[config.mk]
export PLATFORM = sky130hd
export DESIGN_NAME = uart_echo_ctrl_flat
export DESIGN_NICKNAME = d
export VERILOG_FILES = /design/src/rtl/uart_echo_ctrl_if.sv /design/src/rtl/uart_echo_ctrl.sv /design/src/flat_wrapper.sv
export SDC_FILE = /design/constraint.sdc
export NUM_CORES = 1
export LEC_CHECK = 0
export ABC_AREA = 0
export CAP_MARGIN = 30
export CORE_MARGIN = 4
export CORE_UTILIZATION = 57
export DETAILED_ROUTE_END_ITERATION = 10
export PLACE_DENSITY = 0.89
export SETUP_SLACK_MARGIN = 0.3
export SYNTH_ARGS = -nofsm -noshare
export SYNTH_HDL_FRONTEND = slang
export SYNTH_SLANG_ARGS = --single-unit
[constraint.sdc]
create_clock -name clk -period 3.1 [get_ports clk]
set_clock_uncertainty 0.1 [all_clocks]
set_input_delay 0.31 -clock clk [delete_from_list [all_inputs] [get_ports clk]]
set_output_delay 0.31 -clock clk [all_outputs]
set_load 0.02 [all_outputs]
[src/rtl/uart_echo_ctrl_if.sv]
// ---------------------------------------------------------------------------
// uart_echo_ctrl_if
//   Bundles the byte-level handshake between the UART receiver/transmitter
//   and the echo controller.
//
//   Signals:
//     rx_data              receiver -> ctrl  received byte
//     rx_complete_flag     receiver -> ctrl  byte-done level flag
//     rx_complete_del_flag ctrl -> receiver  clear request for the flag
//     tx_data              ctrl -> tx        byte to transmit
//     tx_start             ctrl -> tx        one-cycle transmit request
//     tx_busy              tx -> ctrl        transmitter busy for a frame
//
//   Modports:
//     master : UART side (receiver + transmitter)
//     slave  : echo controller
//
//   Handshake rules:
//     RX: rx_complete_flag is a level. The controller captures rx_data on the
//         first cycle it sees the flag high, then holds rx_complete_del_flag
//         high until it samples the flag low. No second capture happens while
//         the flag stays high.
//     TX: tx_start is a single-cycle request with tx_data valid in the same
//         cycle. The controller then waits for tx_busy to rise (frame
//         accepted) and fall (frame done) before issuing the next request.
// ---------------------------------------------------------------------------
interface uart_echo_ctrl_if;
    logic [7:0] rx_data;
    logic       rx_complete_flag;
    logic       rx_complete_del_flag;
    logic [7:0] tx_data;
    logic       tx_start;
    logic       tx_busy;

    modport master (
        output rx_data,
        output rx_complete_flag,
        input  rx_complete_del_flag,
        input  tx_data,
        input  tx_start,
        output tx_busy
    );

    modport slave (
        input  rx_data,
        input  rx_complete_flag,
        output rx_complete_del_flag,
        output tx_data,
        output tx_start,
        input  tx_busy
    );
endinterface

[src/rtl/uart_echo_ctrl.sv]
// ---------------------------------------------------------------------------
// uart_echo_ctrl
//   Echoes bytes received from a UART receiver back out through a UART
//   transmitter, buffering them in a FIFO_DEPTH-byte FIFO.
//
//   Optional feature (macro ECHO_CASE_SWAP_EN):
//     defined   : lower-case ASCII 0x61..0x7A is upper-cased before buffering
//     undefined : bytes are echoed verbatim
//
//   Parameters:
//     FIFO_DEPTH  echo buffer depth in bytes, power of two, 2..64
//
//   Ports:
//     clk             system clock, rising edge
//     reset_n         asynchronous active-low reset
//     uart            handshake bundle (slave modport), see uart_echo_ctrl_if
//     echo_enable     1 = queue received bytes, 0 = discard them
//     ovf_clr         synchronous clear of overflow
//     overflow        sticky: a byte was dropped because the FIFO was full
//     fifo_count      bytes currently buffered
//     dbg_rx_state_o  RX FSM state (0 RX_IDLE, 1 RX_CLEAR)
//     dbg_tx_state_o  TX FSM state (0 TX_IDLE, 1 TX_WAIT_ACK, 2 TX_WAIT_DONE)
//
//   Latency: flag sampled high at edge k -> capture at k, push at k+1,
//   pop and tx_start registered at k+2, so tx_start is seen high at k+3.
// ---------------------------------------------------------------------------
module uart_echo_ctrl #(
    parameter int FIFO_DEPTH = 8
) (
    input  logic                          clk,
    input  logic                          reset_n,
    uart_echo_ctrl_if.slave               uart,
    input  logic                          echo_enable,
    input  logic                          ovf_clr,
    output logic                          overflow,
    output logic [$clog2(FIFO_DEPTH):0]   fifo_count,
    output logic                          dbg_rx_state_o,
    output logic [1:0]                    dbg_tx_state_o
);

    localparam int AW = $clog2(FIFO_DEPTH);
    localparam int CW = AW + 1;

    typedef enum logic {
        RX_IDLE  = 1'b0,
        RX_CLEAR = 1'b1
    } rx_state_e;

    typedef enum logic [1:0] {
        TX_IDLE      = 2'd0,
        TX_WAIT_ACK  = 2'd1,
        TX_WAIT_DONE = 2'd2
    } tx_state_e;

    rx_state_e rx_state_q, rx_state_d;
    tx_state_e tx_state_q, tx_state_d;

    logic [7:0]    cap_q, cap_d;
    logic          push_q, push_d;
    logic [7:0]    rx_byte;
    logic          capture;

    logic [7:0]    mem_q [FIFO_DEPTH];
    logic [AW-1:0] wr_ptr_q, wr_ptr_d;
    logic [AW-1:0] rd_ptr_q, rd_ptr_d;
    logic [CW-1:0] count_q, count_d;
    logic          full;
    logic          pop;
    logic          push_ok;
    logic          drop;

    logic          ovf_q, ovf_d;
    logic [7:0]    tx_data_q, tx_data_d;
    logic          tx_start_q, tx_start_d;

    // ------------------------------------------------------------------
    // Byte conversion ahead of capture
    // ------------------------------------------------------------------
`ifdef ECHO_CASE_SWAP_EN
    always_comb begin
        rx_byte = uart.rx_data;
        if (uart.rx_data >= 8'h61 && uart.rx_data <= 8'h7A) begin
            rx_byte[5] = 1'b0;
        end
    end
`else
    assign rx_byte = uart.rx_data;
`endif

    // ------------------------------------------------------------------
    // RX FSM
    // ------------------------------------------------------------------
    always_comb begin
        rx_state_d = rx_state_q;
        capture    = 1'b0;
        unique case (rx_state_q)
            RX_IDLE: begin
                if (uart.rx_complete_flag) begin
                    capture    = 1'b1;
                    rx_state_d = RX_CLEAR;
                end
            end
            RX_CLEAR: begin
                if (!uart.rx_complete_flag) begin
                    rx_state_d = RX_IDLE;
                end
            end
            default: rx_state_d = RX_IDLE;
        endcase
        cap_d  = capture ? rx_byte : cap_q;
        // Disabled echo still runs the clear handshake, it just never pushes.
        push_d = capture & echo_enable;
    end

    always_ff @(posedge clk or negedge reset_n) begin
        if (!reset_n) begin
            rx_state_q <= RX_IDLE;
            cap_q      <= 8'h00;
            push_q     <= 1'b0;
        end else begin
            rx_state_q <= rx_state_d;
            cap_q      <= cap_d;
            push_q     <= push_d;
        end
    end

    // The clear request is exactly "in RX_CLEAR", which is already a flop.
    assign uart.rx_complete_del_flag = (rx_state_q == RX_CLEAR);

    // ------------------------------------------------------------------
    // FIFO bookkeeping
    // ------------------------------------------------------------------
    assign full    = (count_q == CW'(FIFO_DEPTH));
    // A same-cycle pop frees a slot, so a push into a full FIFO is accepted.
    assign push_ok = push_q & (~full | pop);
    assign drop    = push_q & full & ~pop;

    always_comb begin
        wr_ptr_d = push_ok ? wr_ptr_q + AW'(1) : wr_ptr_q;
        rd_ptr_d = pop     ? rd_ptr_q + AW'(1) : rd_ptr_q;
        unique case ({push_ok, pop})
            2'b10:   count_d = count_q + CW'(1);
            2'b01:   count_d = count_q - CW'(1);
            default: count_d = count_q;
        endcase
        // A drop in the same cycle as a clear keeps the flag set.
        if (drop) begin
            ovf_d = 1'b1;
        end else if (ovf_clr) begin
            ovf_d = 1'b0;
        end else begin
            ovf_d = ovf_q;
        end
    end

    always_ff @(posedge clk) begin
        if (push_ok) begin
            mem_q[wr_ptr_q] <= cap_q;
        end
    end

    // ------------------------------------------------------------------
    // TX FSM
    // ------------------------------------------------------------------
    always_comb begin
        tx_state_d = tx_state_q;
        pop        = 1'b0;
        unique case (tx_state_q)
            TX_IDLE: begin
                if (count_q != '0 && !uart.tx_busy) begin
                    pop        = 1'b1;
                    tx_state_d = TX_WAIT_ACK;
                end
            end
            TX_WAIT_ACK: begin
                if (uart.tx_busy) begin
                    tx_state_d = TX_WAIT_DONE;
                end
            end
            TX_WAIT_DONE: begin
                if (!uart.tx_busy) begin
                    tx_state_d = TX_IDLE;
                end
            end
            default: tx_state_d = TX_IDLE;
        endcase
        tx_start_d = pop;
        // tx_data holds the last popped byte until the next pop.
        tx_data_d  = pop ? mem_q[rd_ptr_q] : tx_data_q;
    end

    always_ff @(posedge clk or negedge reset_n) begin
        if (!reset_n) begin
            tx_state_q <= TX_IDLE;
            wr_ptr_q   <= '0;
            rd_ptr_q   <= '0;
            count_q    <= '0;
            ovf_q      <= 1'b0;
            tx_data_q  <= 8'h00;
            tx_start_q <= 1'b0;
        end else begin
            tx_state_q <= tx_state_d;
            wr_ptr_q   <= wr_ptr_d;
            rd_ptr_q   <= rd_ptr_d;
            count_q    <= count_d;
            ovf_q      <= ovf_d;
            tx_data_q  <= tx_data_d;
            tx_start_q <= tx_start_d;
        end
    end

    assign uart.tx_data  = tx_data_q;
    assign uart.tx_start = tx_start_q;
    assign overflow      = ovf_q;
    assign fifo_count    = count_q;
    assign dbg_rx_state_o = rx_state_q;
    assign dbg_tx_state_o = tx_state_q;

endmodule

[src/flat_wrapper.sv]
// flat-port wrapper written by rule: the top's interface ports become plain ports
module uart_echo_ctrl_flat 
#(
    parameter int FIFO_DEPTH = 8
)
  (clk, reset_n, echo_enable, ovf_clr, overflow, fifo_count, dbg_rx_state_o, dbg_tx_state_o, uart_rx_data, uart_rx_complete_flag, uart_rx_complete_del_flag, uart_tx_data, uart_tx_start, uart_tx_busy);
  uart_echo_ctrl_if uart_i ();
  input  logic clk;
  input  logic reset_n;
  input  logic echo_enable;
  input  logic ovf_clr;
  output logic overflow;
  output logic [$clog2(FIFO_DEPTH):0] fifo_count;
  output logic dbg_rx_state_o;
  output logic [1:0] dbg_tx_state_o;
  input wire logic [$bits(uart_i.rx_data)-1:0] uart_rx_data;
  input wire logic [$bits(uart_i.rx_complete_flag)-1:0] uart_rx_complete_flag;
  output wire logic [$bits(uart_i.rx_complete_del_flag)-1:0] uart_rx_complete_del_flag;
  output wire logic [$bits(uart_i.tx_data)-1:0] uart_tx_data;
  output wire logic [$bits(uart_i.tx_start)-1:0] uart_tx_start;
  input wire logic [$bits(uart_i.tx_busy)-1:0] uart_tx_busy;
  assign uart_i.rx_data = uart_rx_data;
  assign uart_i.rx_complete_flag = uart_rx_complete_flag;
  assign uart_rx_complete_del_flag = uart_i.rx_complete_del_flag;
  assign uart_tx_data = uart_i.tx_data;
  assign uart_tx_start = uart_i.tx_start;
  assign uart_i.tx_busy = uart_tx_busy;
  uart_echo_ctrl #(.FIFO_DEPTH(FIFO_DEPTH)) u_core (.clk(clk), .reset_n(reset_n), .uart(uart_i), .echo_enable(echo_enable), .ovf_clr(ovf_clr), .overflow(overflow), .fifo_count(fifo_count), .dbg_rx_state_o(dbg_rx_state_o), .dbg_tx_state_o(dbg_tx_state_o));
endmodule
# Yosys cells after proc, flatten, opt, wreduce, memory -nomap -nowiden
# Memory sizes are Yosys's and may differ from the RTL's. A register that Yosys moved wholly into a read port is not among the register bits.
# Cells that the tools add are included.
# W data, S select, Z words.
[word_totals]
ff_bits = 24
ramBits = 64
input_bits = 14
out_inout_bits = 18
elab_cells = 50
memories = 1
[memory_table]
columns = ["name", "depth", "width", "rd", "rd_clocked_by_memory_dff", "wr", "line_no", "source"]
rows = [
  ["u_core.mem_q", 8, 8, 1, 1, 1, "uart_echo_ctrl.sv:63", "logic [7:0] mem_q [FIFO_DEPTH];"],
]
[op_classes]
n_addsub = 4
n_eq_ne = 8
mux = 13
bitwise_logic = 7
reduce_logical = 8
[ops]
columns = ["op", "n"]
rows = [
  ["$mux W1", 8],
  ["$pmux W4 S2", 1],
  ["$add A3 B1 Y3 const B", 2],
  ["$mux W2", 3],
  ["$pmux W2 S3", 1],
  ["$add A4 B1 Y4 const B", 1],
  ["$and A1 B1 Y1", 4],
  ["$eq A2 B1 Y1 const B", 2],
  ["$eq A2 B2 Y1 const B", 2],
  ["$eq A4 B4 Y1 const B", 1],
  ["$ne A2 B2 Y1 const B", 2],
  ["$reduce_bool A2 Y1", 2],
  ["$reduce_bool A4 Y1", 1],
  ["$sub A4 B1 Y4 const B", 1],
  ["$reduce_and A3 Y1", 1],
  ["$logic_not A1 Y1", 2],
  ["$logic_not A2 Y1", 1],
  ["$ne A2 B1 Y1 const B", 1],
  ["$not A1 Y1", 2],
  ["$logic_and A1 B1 Y1", 1],
  ["$or A1 B1 Y1", 1],
]

# Logic depth before layout (Yosys ltp)
# Gate-level depths: netlist of the first run.
[logic_depth]
depth_word = 8
mapped_depth = 11
mapped_depth_nobuf = 10

# Worst setup path before layout of the first run
# No wires, ideal clock.
[synth_timing]
kind = "register -> register"
start = "register u_core.count_q[1] (netlist: u_core.fifo_count[1])"
end = "register u_core.count_q[2] (netlist: u_core.fifo_count[2])"
setup_ps = 139
t_arrival_ps = 2223
required_time_ps = 2861
path_slack_ps = 638
path_stages_with_launch = 12
path_buffers = 2
synth_period_minus_slack_ps = 2462
cell_sequence = "dfrtp_1 > clkbuf_2 > nor4_4 > nor4_2 > buf_2 > ha_1 > xor2_1 > ha_1 > a21oi_1 > xor2_1 > nor2_1 > xor2_1"
[synth_between]
elab_chain_cells = 8
word_cells_on_any_way = 14
classes_between = "add/sub (2); eq/ne (3); mux (3); bitwise (3); reduce/logical (3)"
[synth_lines]
columns = ["element", "line_no", "source"]
rows = [
  ["start: declaration", "uart_echo_ctrl.sv:66", "logic [CW-1:0] count_q, count_d;"],
  ["start signal: assignment", "uart_echo_ctrl.sv:205", "count_q <= count_d;"],
  ["$reduce_bool A4 Y1 (*)", "uart_echo_ctrl.sv:170", "if (count_q != '0 && !uart.tx_busy) begin"],
  ["$logic_and A1 B1 Y1 (*)", "uart_echo_ctrl.sv:170", ""],
  ["$mux W1 (*)", "uart_echo_ctrl.sv:170", ""],
  ["$mux W1 (*)", "uart_echo_ctrl.sv:168", "unique case (tx_state_q)"],
  ["via u_core.pop", "uart_echo_ctrl.sv:68", "logic pop;"],
  ["$or A1 B1 Y1", "uart_echo_ctrl.sv:135", "assign push_ok = push_q & (~full | pop);"],
  ["$and A1 B1 Y1", "uart_echo_ctrl.sv:135", ""],
  ["$eq A2 B1 Y1 or $eq A2 B2 Y1 (tied branches)", "uart_echo_ctrl.sv:141", "unique case ({push_ok, pop})"],
  ["$pmux W4 S2 or $reduce_bool A2 Y1 (tied branches)", "--", ""],
]
# The timed path passes the listed nets; every way through them passes the cells marked *.
# A chain may end at the register's enable or synchronous reset.

# Final worst setup path of the first run
[layout_timing]
start = "register u_core.tx_state_q[0] (netlist: u_core.dbg_tx_state_o[0])"
end = "register u_core.count_q[2] (netlist: u_core.fifo_count[2])"
[layout_between]
elab_chain_cells = 6
word_cells_on_any_way = 8
classes_between = "eq/ne (2); mux (2); bitwise (2); reduce/logical (2)"
[layout_lines]
columns = ["element", "line_no", "source"]
rows = [
  ["start: declaration", "uart_echo_ctrl.sv:56", "tx_state_e tx_state_q, tx_state_d;"],
  ["start signal: assignment", "uart_echo_ctrl.sv:202", "tx_state_q <= tx_state_d;"],
  ["$logic_not A2 Y1 (*)", "uart_echo_ctrl.sv:168", ""],
  ["$mux W1 (*)", "uart_echo_ctrl.sv:168", ""],
  ["$or A1 B1 Y1", "uart_echo_ctrl.sv:135", ""],
  ["$and A1 B1 Y1", "uart_echo_ctrl.sv:135", ""],
  ["$eq A2 B1 Y1 or $eq A2 B2 Y1 (tied branches)", "uart_echo_ctrl.sv:141", ""],
  ["$pmux W4 S2 or $reduce_bool A2 Y1 (tied branches)", "--", ""],
]
# Mark *: on every way between the ends. The rest lies on a longest branch, timed or not.

==> flow_metrics.py, run 1 <==
metrics = {
    "finish": {
        "drive_above_1_share_pct": 19.69,
        "mostFrequentLayoutCells": "64 x edfxtp_1, 32 x dfrtp_1, 31 x clkdlybuf4s50_1",
        "final_cells": 331,
        "syn_to_final_growth_pct": 15.54,
        "n_antenna_cell": 0,
        "fillCellCount": 428,
        "design.final.nets": 268,
        "mostFrequentLayoutCell": "edfxtp_1",
        "final_area_sq_um": 4476,
    },
    "critical_path": {
        "crit_required_ns": 3.25,
        "crit_path_cell_trace": "o311ai_4, nand2_2, ha_1, xor2_1, ha_1, a21oi_1, xor2_1, nor2_1, xor2_1",
        "cp_top_delay_family": "compound AO/OA/AOI/OAI gates",
        "element_type_at_the_critical_path_end": "flip-flop",
        "crit_slowest_cell": "dfrtp_1",
        "cpMostUsedCell": "xor2_1",
        "worst_path_largest_cell_delay_ns": 0.48,
        "setup.worst_path.start_class": "flip-flop",
        "critical_path.n_buffers_inverters": 0,
        "critPathKind": "reg -> reg",
        "arrival_ns": 2.63,
        "worstPathMaxFanout": 5,
    },
    "pwr": {
        "power_frac_clock_pct": 22.3,
        "power.total_mw": 3.786,
        "cellLeakagePower_nw": 1.616,
        "power.density_cell_area_nw_per_um2": 845.8,
        "switchingPower_mw": 1.220,
        "sw_frac_of_total_pct": 32.22,
        "peakVddDrop_uv": 425.9,
        "power.internal_mw": 2.566,
        "comb_power_share_pct": 27.6,
        "power_frac_seq_pct": 50.1,
    },
    "clock_network": {
        "number_of_cts_inserted_buffers": 9,
        "ctsRootBufferMaster": "clkbuf_8",
        "tritoncts_clock_tree": "built",
        "htree_num_levels": 3,
        "cts_hold_buf": 0,
        "tritoncts_num_sinks": 96,
        "clkSlewWorstSetupHoldPaths_ns": 0.10,
        "clock_path_buffers": 2,
        "cts-resized-gates": 0,
        "insertion_delay_to_the_later_sink_of_the_worst_skew_pair_ns": 0.36,
        "cts_setup_buffers": 0,
    },
    "floorplan": {
        "pin_count": 32,
        "floorplan.initialDensity_pct": 59.98,
        "fp.dieW_um": 90.44,
        "fp.dieH_um": 90.44,
        "placeableCoreArea_sq_um": 6459,
        "fp-row-count": 29,
        "area_of_the_die_sq_um": 8178,
    },
    "timing": {
        "fin_setup_tns_ns": 0,
        "worst-slew-pin-transition_ns": 0.8097,
        "max_freq_mhz": 402.0,
        "final_hold_viol_count": 0,
        "rsz0062_at_grt": "no",
        "layout_setup_ws_ns": 0.6127,
        "final_min_period_over_clock_period_pct": 80.24,
        "max_slew_margin_pct": 45.82,
        "min_period_ns": 2.487,
        "setup-violations-final": 0,
        "finalMaxSlewViolations": 0,
    },
    "synthesis": {
        "synth_simple_gate_area_share_pct": 5.394,
        "synth.mux.area_fraction_pct": 15.60,
        "synth_compound_gate_area_share_pct": 2.455,
        "syn-instance-count": 209,
        "yosysUniqueCellTypes": 37,
        "synth.avg_cell_area_sq_um": 18.53,
        "synth_seq_cells": 96,
        "synth_top_family_by_area": "multiplexers",
        "synth.yosys.seq_area_share_pct": 70.28,
        "netlist_top_cells_area": "edfxtp_1 50%, dfrtp_1 21%, mux4_2 5.2%, mux4_1 4.7%, mux2_2 2.6%",
        "netlist.top_cell.by_area": "edfxtp_1",
        "syn_area_sq_um": 3874,
        "synth.top_cell.area_share_pct": 49.61,
        "synth_warnings": 0,
        "synth_adder_area_share_pct": 1.615,
        "mappedNetlistNets": 228,
        "synth_xor_area_share_pct": 2.261,
    },
    "placed_design": {
        "dpl.cell_count": 315,
        "pre_cts_slack_ns": 0.3045,
        "dp.final_hpwl_mm": 4.256,
        "post_dp_cell_area_sq_um": 4268,
        "global_placer_s_final_weighted_congestion": 0.7342,
        "io_port_bufs": 31,
    },
    "global_routing": {
        "antenna_found_initial": 0,
        "first_global_vias": 1946,
        "grt_first_pass_wirelength_mm": 10.16,
        "grt_max_degree": 33,
        "grt-ovfl-total": 0,
        "grt.total_usage_pct": 16.42,
    },
    "detailed_routing": {
        "top_layer": "met4",
        "first_pass_iters": 4,
        "routedLengthMet1_mm": 2.700,
        "drc_errors": 0,
        "post_drt_antenna_nets": 0,
        "detail_route.wirelength_mm": 6.250,
        "vias": 1920,
        "drt_first_iter_violations": 142,
        "routed-wl-met3_um": 303,
        "wl_per_cell_um": 18.88,
        "routed_via_density": 5.801,
        "met2_routed_wirelength_mm": 3.093,
    },
    "min_path": {
        "hold_class": "in -> async",
    },
    "status": {
        "run_status": "completed",
    },
    "job": {
        "max_cap_viol_count": 0,
    },
}
cells in the mapped netlist:
master    number
edfxtp_1      64
dfrtp_1       32
nor2_1        15
a21oi_1       10
mux2_2         9
mux2i_1        9
mux4_2         9
mux4_1         7
xor2_1         6
ha_1           5
xnor2_1        4
buf_2          3
inv_1          3
nand2_1        3
and2_1         2
and4bb_2       2
buf_4          2
buf_6          2
nand3_1        2
nand3b_1       2
nor3_1         2
a211oi_1       1
buf_12         1
clkbuf_1       1
clkbuf_2       1
mux2_1         1
mux2_4         1
nand2_2        1
nand2b_1       1
nor2b_1        1
nor3_2         1
nor4_2         1
nor4_4         1
o21ai_0        1
o22ai_1        1
o311ai_4       1
or3_1          1
sequential cells by signal (all words and copies together), names as in the netlist, 2 cells and up:
register	count
u_core.fifo_count	4
u_core.mem_q	64
u_core.wr_ptr_q	3
u_core.rd_ptr_q	3
u_core.uart.tx_data	8
u_core.dbg_tx_state_o	2
u_core.cap_q	8
stage by stage:
step | hold WS (ns) | utilization, %
2_1_floorplan | -0.08559 | -
3_3_place_gp | 0.3798 | 66.08
3_5_place_dp | 0.4023 | 66.08
4_1_cts | 0.2363 | 69.29
5_1_grt | 0.2601 | 69.29
6_report | 0.2421 | 69.29
power groups by stage:
stage                     logic, mW  registers [mW]  clock network [mW]
after floorplan               0.757            1.86                   0
after global placement         1.01            1.91                   0
after detailed placement       1.05            1.93                   0
after CTS                      1.06            1.90               0.868
after global routing           1.13            1.94               0.932
final                          1.04            1.90               0.843
path summary, 6_finish.rpt:
kind | slack [ns] | to | cells past startpoint | startpoint
hold / removal | 0.24 | u_core.cap_q[0] | 2 | reset_n
setup reg to reg | 0.61 | u_core.fifo_count[2] | 9 | u_core.dbg_tx_state_o[0]
max in group asynchronous | 2.35 | u_core.uart.tx_data[1] | 2 | reset_n
min in group clk | 0.30 | u_core.dbg_rx_state_o | 1 | uart_rx_complete_flag
setup / recovery | 0.61 | u_core.fifo_count[2] | 9 | u_core.dbg_tx_state_o[0]
hold reg to reg | 0.41 | u_core.wr_ptr_q[2] | 1 | u_core.wr_ptr_q[2]
cell type report:
type | instances | area [sq um] | share of cell area, %
flip-flops and latches | 96 | 2723 | 60.83
inverters | 3 | 11.26 | 0.2516
clock inverters | 7 | 83.83 | 1.873
multi-input cells | 100 | 1067 | 23.85
clock buffers | 9 | 123.9 | 2.768
repair buffers | 39 | 370.4 | 8.275
well taps | 77 | 96.34 | 2.153
worst register-to-register path: cells and delay by family, from the launching register on:
kind | cells | cell delay, ns
fa+ha+maj | 2 | 0.49
compound gates | 2 | 0.61
xor+xnor | 3 | 0.49
simple gates | 2 | 0.23
flops | 1 | 0.48
routing by layer:
layer  global-route usage (%)  vias to the layer above
met5                        0                        -
met3                    3.333                       13
met4                    9.184                        0
met1                    22.20                      970
met2                    25.08                       56
li1                         -                      881
cell families (layout without fill, tap and decap cells):
logic type      after synthesis  after routing
buf+inv                      13             58
flops                        96             96
simple gates                 35             35
xor+xnor                     10             10
fa+ha+maj                     5              5
mux                          36             36
compound gates               14             14
Note: power is estimated with default switching activity, not from simulation.
==> inputs of run 2 (changes only) <==
--- a/config.mk
+++ b/config.mk
@@ -8,9 +8,9 @@
 export ABC_AREA = 0
 export CAP_MARGIN = 30
 export CORE_MARGIN = 4
-export CORE_UTILIZATION = 57
+export CORE_UTILIZATION = 52
 export DETAILED_ROUTE_END_ITERATION = 10
-export PLACE_DENSITY = 0.89
+export PLACE_DENSITY = 0.86
 export SETUP_SLACK_MARGIN = 0.3
 export SYNTH_ARGS = -nofsm -noshare
 export SYNTH_HDL_FRONTEND = slang
==> constraint.sdc (replaced) <==
create_clock -name clk -period 2.2 [get_ports clk]
set_clock_uncertainty 0.1 [all_clocks]
set_input_delay 0.22 -clock clk [delete_from_list [all_inputs] [get_ports clk]]
set_output_delay 0.22 -clock clk [all_outputs]
set_load 0.02 [all_outputs]
==> flow_metrics.py, run 2 (synthesized netlist as in run 1, its figures left out) <==
metrics = {
    "status": {
        "run_status": "completed",
    },
    "detailed_routing": {
        "routed_via_density": 5.255,
        "drt_first_iter_violations": 131,
        "detail_route.wirelength_mm": 6.464,
        "drc_errors": 0,
        "wl_per_cell_um": 17.15,
        "post_drt_antenna_nets": 0,
        "vias": 1981,
        "first_pass_iters": 4,
    },
    "placed_design": {
        "global_placer_s_final_weighted_congestion": 0.7136,
        "io_port_bufs": 31,
        "dp.final_hpwl_mm": 4.229,
        "post_dp_cell_area_sq_um": 4483,
        "dpl.cell_count": 348,
    },
    "timing": {
        "min_period_ns": 2.151,
        "max_freq_mhz": 464.8,
        "max_slew_margin_pct": 65.58,
        "worst-slew-pin-transition_ns": 0.5163,
        "rsz0062_at_grt": "yes",
        "final_min_period_over_clock_period_pct": 97.79,
        "setup-violations-final": 0,
        "finalMaxSlewViolations": 0,
        "final_hold_viol_count": 0,
    },
    "finish": {
        "final_cells": 377,
        "regMostFlops": "u_core.mem_q",
        "final_area_sq_um": 4873,
        "mostFrequentLayoutCell": "edfxtp_1",
        "mostFrequentLayoutCells": "64 x edfxtp_1, 29 x clkdlybuf4s50_1, 26 x dfrtp_1",
        "syn_to_final_growth_pct": 25.81,
        "largest_reg_flops": 64,
        "n_antenna_cell": 0,
        "drive_above_1_share_pct": 33.81,
        "design.final.nets": 292,
    },
    "global_routing": {
        "grt_first_pass_wirelength_mm": 10.77,
        "met2_track_utilization_from_global_routing_pct": 26.48,
        "grt.total_usage_pct": 16.34,
        "grt-ovfl-total": 0,
        "first_global_vias": 2134,
        "globalRoute.busiestLayer": "met2",
        "grt_max_degree": 33,
        "grtUsageMet1_pct": 21.51,
        "antenna_found_initial": 0,
        "grt_use_met3_pct": 4.006,
    },
    "critical_path": {
        "setup.worst_path.start": "u_core.fifo_count[3]",
        "crit_path_cell_trace": "nor4_4, nor4_4, ha_4, xor2_4, ha_4, a21oi_4, xor2_1, nor2_1, xor2_1",
        "worst_path_largest_cell_delay_ns": 0.46,
        "crit_required_ns": 2.34,
        "element_type_at_the_critical_path_end": "flip-flop",
        "arrival_ns": 2.29,
        "crit_slowest_cell": "dfrtp_2",
        "critPathKind": "reg -> reg",
        "setup.worst_path.start_class": "flip-flop",
        "rr_startpoint": "u_core.fifo_count[3]",
        "worstPathMaxFanout": 4,
    },
    "floorplan": {
        "floorplan.initialDensity_pct": 53.41,
        "pin_count": 32,
        "fp.dieH_um": 94.31,
        "fp.dieW_um": 94.31,
        "fp-row-count": 31,
        "area_of_the_die_sq_um": 8894,
        "placeableCoreArea_sq_um": 7253,
    },
    "clock_network": {
        "ctsRootBufferMaster": "clkbuf_8",
        "tritoncts_num_sinks": 96,
        "insertion_delay_to_the_later_sink_of_the_worst_skew_pair_ns": 0.36,
        "htree_num_levels": 3,
        "tritoncts_clock_tree": "built",
        "clkSlewWorstSetupHoldPaths_ns": 0.10,
        "number_of_cts_inserted_buffers": 9,
        "clock_path_buffers": 2,
    },
    "pwr": {
        "cellLeakagePower_nw": 1.765,
        "peakVddDrop_uv": 500.4,
        "power.density_cell_area_nw_per_um2": 1136,
    },
    "min_path": {
        "hold_class": "in -> async",
    },
    "job": {
        "max_cap_viol_count": 0,
    },
}
## run 2: final timing paths
check                                                 to  slack [ns]  cells past startpoint
min in group clk                   u_core.dbg_rx_state_o        0.22                      1
worst max register to register      u_core.fifo_count[2]        0.05                      9
worst min register to register           u_core.overflow        0.43                      2
worst min-delay path              u_core.uart.tx_data[1]        0.16                      2
max in group asynchronous       u_core.dbg_tx_state_o[0]        1.52                      2
worst max-delay path                u_core.fifo_count[2]        0.05                      9
## run 2: metrics by stage
| stage | hold WS [ns] | TNS (ns) | setup WS [ns] | utilization [%] | power, mW |
|---|---|---|---|---|---|
| after global placement | 0.3749 | -0.2412 | -0.1169 | 61.81 | 4.218 |
| after global routing | 0.1887 | -0.09627 | -0.06087 | 67.19 | 5.891 |
| after detailed placement | 0.3890 | -0.4937 | -0.2025 | 61.81 | 4.298 |
| after floorplan | -0.1756 | -0.01587 | -0.01587 | - | 3.765 |
| after CTS | 0.1618 | 0 | 0.1039 | 65.76 | 5.440 |
| final | 0.1581 | 0 | 0.04865 | 67.19 | 5.537 |
## run 2: timing repair
| item | 4_1_cts | 5_1_grt |
|---|---|---|
| hold buffers | 0 | 0 |
| gates resized for setup | 10 | 14 |
| pin swaps | 12 | 7 |
| cloned | 0 | 0 |
| setup buffers | 8 | 5 |
| endpoints found under the setup margin | 30 | 71 |
## run 2: layer usage
layer | up-vias | routed length [um]
li1 | 933 | -
met1 | 995 | 2934
met2 | 44 | 3198
met3 | 9 | 226
met4 | 0 | 105
met5 | - | 0
## run 2: final cells by class
class                      instances  area [sq um]
sequential                        96          2730
fill                             492          2380
multi-input combinational        100          1217
timing repair buffer              63         620.6
clock buffer                      10         127.6
tap                               99         123.9
clock inverter                     6         42.54
inverter                           3         11.26
## run 2: worst max-delay path: cells and delay by family (launching register included)
| family | cells | cell delay, ns |
|---|---|---|
| AOI/OAI and AO/OA | 1 | 0.11 |
| DFF | 1 | 0.46 |
| adders and majority gates | 2 | 0.36 |
| xor gates and xnor gates | 3 | 0.45 |
| and+or+nand+nor | 3 | 0.54 |
## run 2: power by group
group | switching (mW) | internal, mW | total, mW | leakage, nW
clock network | 0.586 | 0.415 | 1.00 | 0.0831
logic | 0.921 | 1.08 | 2.00 | 0.734
registers | 0.306 | 2.23 | 2.54 | 0.947
total | 1.81 | 3.72 | 5.54 | 1.76
==> inputs of run 3 (changes only) <==
--- a/config.mk
+++ b/config.mk
@@ -7,8 +7,10 @@
 export LEC_CHECK = 0
 export ABC_AREA = 0
 export CAP_MARGIN = 30
+export CORE_ASPECT_RATIO = 1.2
 export CORE_MARGIN = 4
 export CORE_UTILIZATION = 52
+export CTS_CLUSTER_SIZE = 30
 export DETAILED_ROUTE_END_ITERATION = 10
 export PLACE_DENSITY = 0.86
 export SETUP_SLACK_MARGIN = 0.3
==> flow_metrics.py, run 3 (synthesized netlist as in run 1, its figures left out) <==
metrics = {
    "clock_network": {
        "clkSlewWorstSetupHoldPaths_ns": 0.09,
        "tritoncts_num_sinks": 96,
        "clock_path_buffers": 2,
        "number_of_cts_inserted_buffers": 9,
        "htree_num_levels": 3,
        "insertion_delay_to_the_later_sink_of_the_worst_skew_pair_ns": 0.36,
        "tritoncts_clock_tree": "built",
        "ctsRootBufferMaster": "clkbuf_8",
    },
    "detailed_routing": {
        "drc_errors": 0,
        "detail_route.wirelength_mm": 6.632,
        "post_drt_antenna_nets": 0,
        "drt_first_iter_violations": 143,
        "routed_via_density": 5.420,
        "first_pass_iters": 4,
        "wl_per_cell_um": 17.97,
        "vias": 2000,
    },
    "status": {
        "run_status": "completed",
    },
    "placed_design": {
        "global_placer_s_final_weighted_congestion": 0.7060,
        "io_port_bufs": 31,
        "post_dp_cell_area_sq_um": 4497,
        "dp.final_hpwl_mm": 4.394,
        "dpl.cell_count": 339,
    },
    "finish": {
        "postLayoutCoreUtil_pct": 67.01,
        "final_cells": 369,
        "mostFrequentLayoutCell": "edfxtp_1",
        "largest_reg_flops": 64,
        "regMostFlops": "u_core.mem_q",
        "design.final.nets": 293,
        "final_area_sq_um": 4846,
        "n_antenna_cell": 0,
        "mostFrequentLayoutCells": "64 x edfxtp_1, 28 x clkdlybuf4s50_1, 26 x dfrtp_1",
        "syn_to_final_growth_pct": 25.10,
        "drive_above_1_share_pct": 33.33,
    },
    "critical_path": {
        "rr_startpoint": "u_core.fifo_count[2]",
        "setup_slack_of_the_worst_register_to_register_path_ns": 0.05,
        "arrival_ns": 2.29,
        "element_type_at_the_critical_path_end": "flip-flop",
        "setup.worst_path.start_class": "flip-flop",
        "crit_required_ns": 2.34,
        "critPathKind": "reg -> reg",
        "ff2ff_path_depth": 9,
        "worstPathMaxFanout": 5,
        "r2r-end": "u_core.fifo_count[2]",
    },
    "floorplan": {
        "fp.dieH_um": 102.6,
        "area_of_the_die_sq_um": 8900,
        "placeableCoreArea_sq_um": 7232,
        "floorplan.initialDensity_pct": 53.56,
        "pin_count": 32,
        "fp-row-count": 34,
        "fp.dieW_um": 86.79,
    },
    "global_routing": {
        "grt-ovfl-total": 0,
        "grt_max_degree": 21,
        "first_global_vias": 2005,
        "grt.total_usage_pct": 15.50,
        "grt_first_pass_wirelength_mm": 10.38,
        "antenna_found_initial": 0,
    },
    "timing": {
        "finalMaxSlewViolations": 0,
        "rsz0062_at_grt": "yes",
        "setup-violations-final": 0,
        "final_hold_viol_count": 0,
        "worst-slew-pin-transition_ns": 0.5134,
        "min_period_ns": 2.151,
        "final_min_period_over_clock_period_pct": 97.78,
        "max_freq_mhz": 464.9,
        "max_slew_margin_pct": 65.77,
    },
    "job": {
        "max_cap_viol_count": 0,
    },
    "min_path": {
        "worstHoldPathCells": 1,
        "hold_class": "in -> reg",
        "min_delay_worst_endpoint": "u_core.dbg_rx_state_o",
        "worstHoldStart": "uart_rx_complete_flag",
    },
    "pwr": {
        "power.density_cell_area_nw_per_um2": 1146,
        "peakVddDrop_uv": 638.6,
        "power.total_mw": 5.552,
        "sw_frac_of_total_pct": 32.95,
        "cellLeakagePower_nw": 1.773,
        "power.internal_mw": 3.723,
        "comb_power_share_pct": 34.1,
        "switchingPower_mw": 1.829,
        "power_frac_clock_pct": 20.0,
        "power_frac_seq_pct": 45.8,
    },
}
run 3: cell count changes in the layout (fill, tap and decap cells not counted), sizes merged:
cell           delta
inv               +2
buf               +1
clkbuf            -1
clkdlybuf4s50     -1
clkinv            -1
dlygate4sd3       +1
run 3: critical path: stages (launching register included):
cell and delay [ns]:
dfrtp_2 0.48, nor4_4 0.38, nor4_4 0.09, ha_4 0.17, xor2_1 0.16, ha_2 0.18
a21oi_2 0.12, xor2_1 0.15, nor2_1 0.07, xor2_1 0.14
run 3: through the flow:
step	setup slack (ns)	hold slack [ns]	TNS (ns)
floorplan	-0.01587	-0.1756	-0.01587
global placement	-0.07420	0.3481	-0.1470
detailed placement	-0.1689	0.3633	-0.3622
CTS	0.07785	0.2134	0
global route	-0.07079	0.2059	-0.07079
finish	0.04894	0.2234	0
run 3: how the worst max path moves through the flow:
stage / start / endpoint / slack (ns) / cells after the start
final: u_core.fifo_count[2] / u_core.fifo_count[2] / 0.05 / 9
after global routing: u_core.fifo_count[2] / u_core.fifo_count[2] / -0.07 / 10
after CTS: u_core.fifo_count[1] / u_core.fifo_count[2] / 0.08 / 9
after detailed placement: uart_tx_busy / u_core.fifo_count[3] / -0.17 / 9
after global placement: uart_tx_busy / u_core.fifo_count[2] / -0.07 / 10
after floorplan: u_core.fifo_count[2] / u_core.fifo_count[2] / -0.02 / 10
run 3: cell type report:
type / count / area [sq um]
flip-flops and latches: 96 / 2730
fillers: 465 / 2386
multi-input cells: 100 / 1136
repair buffers: 64 / 658.1
clock buffers: 9 / 123.9
well taps: 90 / 112.6
clock inverters: 7 / 73.82
inverters: 3 / 11.26
run 3: power groups by stage:
stage | combinational, mW | clock (mW) | sequential [mW]
6_report | 1.89 | 1.11 | 2.55
2_1_floorplan | 1.13 | 0 | 2.64
3_5_place_dp | 1.67 | 0 | 2.61
4_1_cts | 1.79 | 1.13 | 2.55
3_3_place_gp | 1.63 | 0 | 2.58
5_1_grt | 2.04 | 1.22 | 2.60
run 3: what timing repair did:
item | 4_1_cts | 5_1_grt
cloned | 0 | 0
pin swaps | 5 | 8
resized for setup | 3 | 10
endpoints found under the setup margin | 11 | 31
hold buffers | 1 | 0
endpoints found under the hold margin | 3 | 0
buffers inserted | 6 | 7
run 3: layer usage:
layer / part of all wire, % / vias to the layer above / track usage [%] / wire length [um]
met3: 4.1 / 9 / 4.237 / 272
li1: - / 936 / - / -
met1: 42 / 1008 / 21.40 / 2804
met2: 52 / 47 / 24.37 / 3440
met4: 1.7 / 0 / 4.676 / 114
met5: 0 / - / 0 / 0
